File: src/rtl/mtr_pwm_if.sv
// Speed-command and H-bridge leg bundle between the SegwayMath producer and mtr_pwm_drv.
// master drives commands/enable/fault and observes the legs; slave is the PWM driver.
interface mtr_pwm_if;
  logic [11:0] lft_spd;
  logic [11:0] rght_spd;
  logic        en;
  logic        fault;
  logic        lft_fwd;
  logic        lft_rev;
  logic        rght_fwd;
  logic        rght_rev;
  logic        PWM_synch;
  logic        flt_latched;

  modport master (
    output lft_spd, rght_spd, en, fault,
    input  lft_fwd, lft_rev, rght_fwd, rght_rev, PWM_synch, flt_latched
  );

  modport slave (
    input  lft_spd, rght_spd, en, fault,
    output lft_fwd, lft_rev, rght_fwd, rght_rev, PWM_synch, flt_latched
  );
endinterface

File: src/rtl/mtr_pwm_drv.sv
// Two-channel H-bridge PWM driver: period-buffered duty, dead periods on reversal, sticky fault.
// Legs lag the counter by one clock; fault blanks the legs from the clock after it is seen.
module mtr_pwm_drv #(
  parameter int CNT_W    = 11,
  parameter int DEAD_PER = 2
) (
  input  logic     clk,
  input  logic     rst,
  mtr_pwm_if.slave bus
);
  typedef enum logic [1:0] {
    ST_FWD  = 2'd0,
    ST_REV  = 2'd1,
    ST_DEAD = 2'd2
  } state_t;

  localparam logic [3:0]       DEAD_LD = 4'(DEAD_PER);
  localparam logic [CNT_W-1:0] CNT_ONE = 1;

  logic [CNT_W-1:0] r_cnt;
  logic             r_synch;
  logic             r_flt;
  state_t           r_state [2];
  state_t           r_tgt   [2];
  logic [3:0]       r_dead  [2];
  logic [CNT_W-1:0] r_mag   [2];
  logic             r_fwd   [2];
  logic             r_rev   [2];

  state_t           w_state_nxt [2];
  state_t           w_tgt_nxt   [2];
  logic [3:0]       w_dead_nxt  [2];
  logic [CNT_W-1:0] w_mag_nxt   [2];
  logic             w_fwd_nxt   [2];
  logic             w_rev_nxt   [2];
  logic [11:0]      w_spd       [2];
  logic [10:0]      w_abs       [2];
  logic [CNT_W-1:0] w_mag_smp   [2];
  logic             w_req       [2];
  logic             w_sample;
  logic             w_kill;
  logic             w_blank_smp;

  assign w_sample    = (r_cnt == {CNT_W{1'b1}});
  // A fault arriving on the sample edge already zeroes the latched duty.
  assign w_kill      = r_flt | bus.fault;
  assign w_blank_smp = ~bus.en | w_kill;
  assign w_spd[0]    = bus.lft_spd;
  assign w_spd[1]    = bus.rght_spd;

  always_comb begin
    for (int ch = 0; ch < 2; ch++) begin
      w_req[ch] = w_spd[ch][11];
      if (w_spd[ch] == 12'h800) begin
        w_abs[ch] = 11'h7FF;
      end else if (w_spd[ch][11]) begin
        w_abs[ch] = 11'((~w_spd[ch]) + 12'd1);
      end else begin
        w_abs[ch] = w_spd[ch][10:0];
      end
      w_mag_smp[ch] = w_blank_smp ? '0 : CNT_W'(w_abs[ch]);
    end
  end

  always_comb begin
    for (int ch = 0; ch < 2; ch++) begin
      w_state_nxt[ch] = r_state[ch];
      w_tgt_nxt[ch]   = r_tgt[ch];
      w_dead_nxt[ch]  = r_dead[ch];
      w_mag_nxt[ch]   = r_mag[ch];
      if (w_sample) begin
        w_mag_nxt[ch] = w_mag_smp[ch];
        case (r_state[ch])
          ST_FWD: begin
            if (w_req[ch] && (w_mag_smp[ch] != '0)) begin
              w_state_nxt[ch] = ST_DEAD;
              w_tgt_nxt[ch]   = ST_REV;
              w_dead_nxt[ch]  = DEAD_LD;
            end
          end
          ST_REV: begin
            if (!w_req[ch] && (w_mag_smp[ch] != '0)) begin
              w_state_nxt[ch] = ST_DEAD;
              w_tgt_nxt[ch]   = ST_FWD;
              w_dead_nxt[ch]  = DEAD_LD;
            end
          end
          ST_DEAD: begin
            if ((w_mag_smp[ch] != '0) &&
                (w_req[ch] ? (r_tgt[ch] == ST_FWD) : (r_tgt[ch] == ST_REV))) begin
              w_tgt_nxt[ch]  = w_req[ch] ? ST_REV : ST_FWD;
              w_dead_nxt[ch] = DEAD_LD;
            end else if (r_dead[ch] <= 4'd1) begin
              w_state_nxt[ch] = r_tgt[ch];
              w_dead_nxt[ch]  = 4'd0;
            end else begin
              w_dead_nxt[ch] = r_dead[ch] - 4'd1;
            end
          end
          default: w_state_nxt[ch] = ST_FWD;
        endcase
      end
    end
  end

  // Leg compare uses the pre-edge state and duty, so a state change lines up with cnt==0.
  always_comb begin
    for (int ch = 0; ch < 2; ch++) begin
      w_fwd_nxt[ch] = ~w_kill & (r_state[ch] == ST_FWD) & (r_cnt < r_mag[ch]);
      w_rev_nxt[ch] = ~w_kill & (r_state[ch] == ST_REV) & (r_cnt < r_mag[ch]);
    end
  end

  always_ff @(posedge clk) begin
    if (rst) begin
      r_cnt   <= '0;
      r_synch <= 1'b0;
      r_flt   <= 1'b0;
      for (int ch = 0; ch < 2; ch++) begin
        r_state[ch] <= ST_FWD;
        r_tgt[ch]   <= ST_FWD;
        r_dead[ch]  <= 4'd0;
        r_mag[ch]   <= '0;
        r_fwd[ch]   <= 1'b0;
        r_rev[ch]   <= 1'b0;
      end
    end else begin
      r_cnt   <= r_cnt + CNT_ONE;
      r_synch <= (r_cnt == '0);
      if (bus.fault) begin
        r_flt <= 1'b1;
      end
      for (int ch = 0; ch < 2; ch++) begin
        r_state[ch] <= w_state_nxt[ch];
        r_tgt[ch]   <= w_tgt_nxt[ch];
        r_dead[ch]  <= w_dead_nxt[ch];
        r_mag[ch]   <= w_mag_nxt[ch];
        r_fwd[ch]   <= w_fwd_nxt[ch];
        r_rev[ch]   <= w_rev_nxt[ch];
      end
    end
  end

  assign bus.lft_fwd     = r_fwd[0];
  assign bus.lft_rev     = r_rev[0];
  assign bus.rght_fwd    = r_fwd[1];
  assign bus.rght_rev    = r_rev[1];
  assign bus.PWM_synch   = r_synch;
  assign bus.flt_latched = r_flt;
endmodule

File: src/flat_wrapper.sv
// flat-port wrapper written by rule: the top's interface ports become plain ports
module mtr_pwm_drv_flat 
#(
  parameter int CNT_W    = 11,
  parameter int DEAD_PER = 2
)
  (clk, rst, bus_lft_spd, bus_rght_spd, bus_en, bus_fault, bus_lft_fwd, bus_lft_rev, bus_rght_fwd, bus_rght_rev, bus_PWM_synch, bus_flt_latched);
  mtr_pwm_if bus_i ();
  input  logic clk;
  input  logic rst;
  input wire logic [$bits(bus_i.lft_spd)-1:0] bus_lft_spd;
  input wire logic [$bits(bus_i.rght_spd)-1:0] bus_rght_spd;
  input wire logic [$bits(bus_i.en)-1:0] bus_en;
  input wire logic [$bits(bus_i.fault)-1:0] bus_fault;
  output wire logic [$bits(bus_i.lft_fwd)-1:0] bus_lft_fwd;
  output wire logic [$bits(bus_i.lft_rev)-1:0] bus_lft_rev;
  output wire logic [$bits(bus_i.rght_fwd)-1:0] bus_rght_fwd;
  output wire logic [$bits(bus_i.rght_rev)-1:0] bus_rght_rev;
  output wire logic [$bits(bus_i.PWM_synch)-1:0] bus_PWM_synch;
  output wire logic [$bits(bus_i.flt_latched)-1:0] bus_flt_latched;
  assign bus_i.lft_spd = bus_lft_spd;
  assign bus_i.rght_spd = bus_rght_spd;
  assign bus_i.en = bus_en;
  assign bus_i.fault = bus_fault;
  assign bus_lft_fwd = bus_i.lft_fwd;
  assign bus_lft_rev = bus_i.lft_rev;
  assign bus_rght_fwd = bus_i.rght_fwd;
  assign bus_rght_rev = bus_i.rght_rev;
  assign bus_PWM_synch = bus_i.PWM_synch;
  assign bus_flt_latched = bus_i.flt_latched;
  mtr_pwm_drv #(.CNT_W(CNT_W), .DEAD_PER(DEAD_PER)) u_core (.clk(clk), .rst(rst), .bus(bus_i));
endmodule
File: config.mk
export PLATFORM = sky130hd
export DESIGN_NAME = mtr_pwm_drv_flat
export DESIGN_NICKNAME = d
export VERILOG_FILES = /design/src/rtl/mtr_pwm_if.sv /design/src/rtl/mtr_pwm_drv.sv /design/src/flat_wrapper.sv
export SDC_FILE = /design/constraint.sdc
export NUM_CORES = 1
export LEC_CHECK = 0
export BUFFER_PORTS_ARGS = -buffer_cell sky130_fd_sc_hd__clkbuf_2
export CORE_MARGIN = 2
export CORE_UTILIZATION = 35
export CTS_CLUSTER_SIZE = 25
export DETAILED_ROUTE_END_ITERATION = 8
export HOLD_SLACK_MARGIN = 0.08
export SLEW_MARGIN = 40
export SYNTH_ARGS = -nofsm -noshare
export SYNTH_HDL_FRONTEND = slang
export SYNTH_SLANG_ARGS = --single-unit
File: constraint.sdc
create_clock -name clk -period 3.7 [get_ports clk]
set_clock_uncertainty 0.2 [all_clocks]
set_input_delay 0 -clock clk [delete_from_list [all_inputs] [get_ports clk]]
set_output_delay 0 -clock clk [all_outputs]
set_load 0.05 [all_outputs]
==> results.ini <==
[synthesis]
yosys.area.top_type = dfxtp_1
synth_ff_type = dfxtp_1
yosys-top-cells-area = dfxtp_1 (29%), ha_1 (9.4%), a21oi_1 (5.3%)
yosys.cell_types.count = 68
synthCells = 479
synthArstFlopShare = 0
syn-cell-area_sq_mm = 0.00371
syn-mean-instance-area_sq_um = 7.74
yosysTopAreaCellShare = 0.286
ys_warn_count = 0
synth_edf_count = 0
synth-seq-area-share = 0.286
ys_ff_latch = 53
synth_nets = 535

[timing]
tns_ns = 0
worst_pin_slew_ns = 0.738
max_freq_mhz = 285
finalSetupViolations = 0
rsz0062_at_grt = false
holdWs_ns = 0.0906
drv_slew = 0
layout_setup_ws_ns = 0.194
fin_crit_sh = 0.948
slew_headroom = 0.507
period_needed_ns = 3.51
finalHoldViolations = 0

[global_route]
grt_pass1_vias = 3119
antenna_found_initial = 0
grt_max_degree = 33
track_usage = 0.159
grt_pass1_wl_mm = 15.0
overflow = 0

[critical_path]
r2r_cells = 9
critPathKind = reg2reg
critPathRequiredTime_ns = 3.76
arrival_ns = 3.56
cp-start-kind = flip-flop
endpoint_kind = flip-flop
critPathMaxFanout = 8

[detailed_routing]
drc = 0
dr.pass1.iters = 5
via_count = 3506
routed_wl_mm = 8.82
wl_per_cell_um = 13.4
ant_nets = 0
vias_per_cell = 5.34
drt_iter0_markers = 151

[clock_tree]
clockRootBuffer = clkbuf_8
clock_sinks = 53
path_clk_slew_ns = 0.10
clk_path_buf_depth = 2
cts-htree-levels = 2
cts_tree = yes
clk_latency_ns = 0.31
cts_setup_buffers = 0
numCtsBuffers = 5

[power_and_ir_drop]
ir_drop_mv = 0.134
power-per-cell-area_mw_per_mm2 = 272
power_leakage_nw = 1.58

[die]
dieArea_sq_mm = 0.0114
die-width_um = 107
initial_utilization = 0.359
row_count = 37
core_sq_mm = 0.0103
ios = 34
die_y_um = 107

[cells_and_area]
layout_commonest_cell = dfxtp_1
antenna_cells = 0
final_cell_mix = dfxtp_1 (53), nor2_1 (50), inv_1 (41)
syn_to_final_growth_pct = 16.8
layout.nets = 576
drive_gt1_frac = 0.113

[hold_path]
worstHoldPathCells = 5
holdCritPathClass = in2reg

[placed_design]
port-buffer-count = 33
pre_cts_ws_ns = 0.713
gp_congestion = 0.880
dp_hpwl_mm = 6.57

[flow_run]
maxCapViolations = 0

[status]
status = completed

## sequential cells by signal, summed over array words and instances (netlist names)
signal,flops
u_core.bus.flt_latched,1
u_core.r_dead,8
u_core.r_cnt,11
u_core.bus.PWM_synch,1
u_core.r_tgt,2
u_core.r_rev,2
u_core.r_mag,22
u_core.r_state,4
u_core.r_fwd,2
## what timing repair did
action | CTS | global route
hold buffers | 24 | 0
hold endpoints to repair | 34 | 0
resized for setup | 0 | 0
## per-stage QoR
step           instance area [sq um]  utilization  power, mW  std cells
3_3_place_gp                    3970        0.385      0.759        625
4_1_cts                         4330        0.419       1.19        657
6_report                        4330        0.419       1.18        657
5_1_grt                         4330        0.419       1.24        657
3_5_place_dp                    3970        0.385      0.762        625
2_1_floorplan                   3710            -      0.712        479
## power by group
group	switching [mW]	internal, mW
Clock	0.192	0.220
Combinational	0.106	0.0783
Sequential	0.00625	0.576
## metal layers
layer,GRT usage,vias to the layer above,share of wire
met2,0.248,77,0.46
met5,0,-,0
met3,0.0207,10,0.037
li1,-,1815,-
met1,0.229,1604,0.49
met4,0.0455,0,0.017
## final timing paths
check / endpoint / from / slack [ns]
worst min-delay path: u_core.r_mag[0][5] / bus_lft_spd[5] / 0.09
worst max-delay path: u_core.r_mag[0][6] / u_core.r_cnt[4] / 0.19
worst max register to register: u_core.r_mag[0][6] / u_core.r_cnt[4] / 0.19
worst min register to register: u_core.r_mag[0][15] / u_core.r_mag[0][15] / 0.27
## critical path, cell delays in order, from the launching register on
cell	delay [ns]
dfxtp_1	0.50
and3_1	0.24
and3_1	0.23
nand3_1	0.13
nor2_1	0.53
buf_4	0.27
nand3_1	0.08
dlygate4sd3_1	0.58
a21oi_1	0.14
dlygate4sd3_1	0.56
## layout make-up
type	instances	area, sq um
clock buffers	6	82.6
clock inverters	2	37.5
fillers	1036	5990
inverters	41	154
multi-input cells	356	2370
flip-flops and latches	53	1060
well taps	136	170
repair buffers	63	450
## synthesized netlist by cell type, drive strengths merged, types with 4 or more instances
library cell,count
dfxtp,53
nor2,50
inv,41
a21oi,40
ha,28
nand2,25
clkbuf,23
nor3,21
o21ai,18
a211oi,17
nand3,17
xor2,13
xnor2,10
nor4,9
and3,7
or3,7
buf,6
nand2b,6
a21o,5
a31oi,5
mux2i,5
o31ai,5
or4,5
nor2b,4
o211ai,4
o22ai,4
o32ai,4
## logic make-up after synthesis
logic type,synth area share
xor+xnor,0.0543
simple gates,0.235
flops,0.286
buf+inv,0.0735
mux,0.0196
fa+ha+maj,0.0945
compound gates,0.237
(Power assumes the default switching activity.)
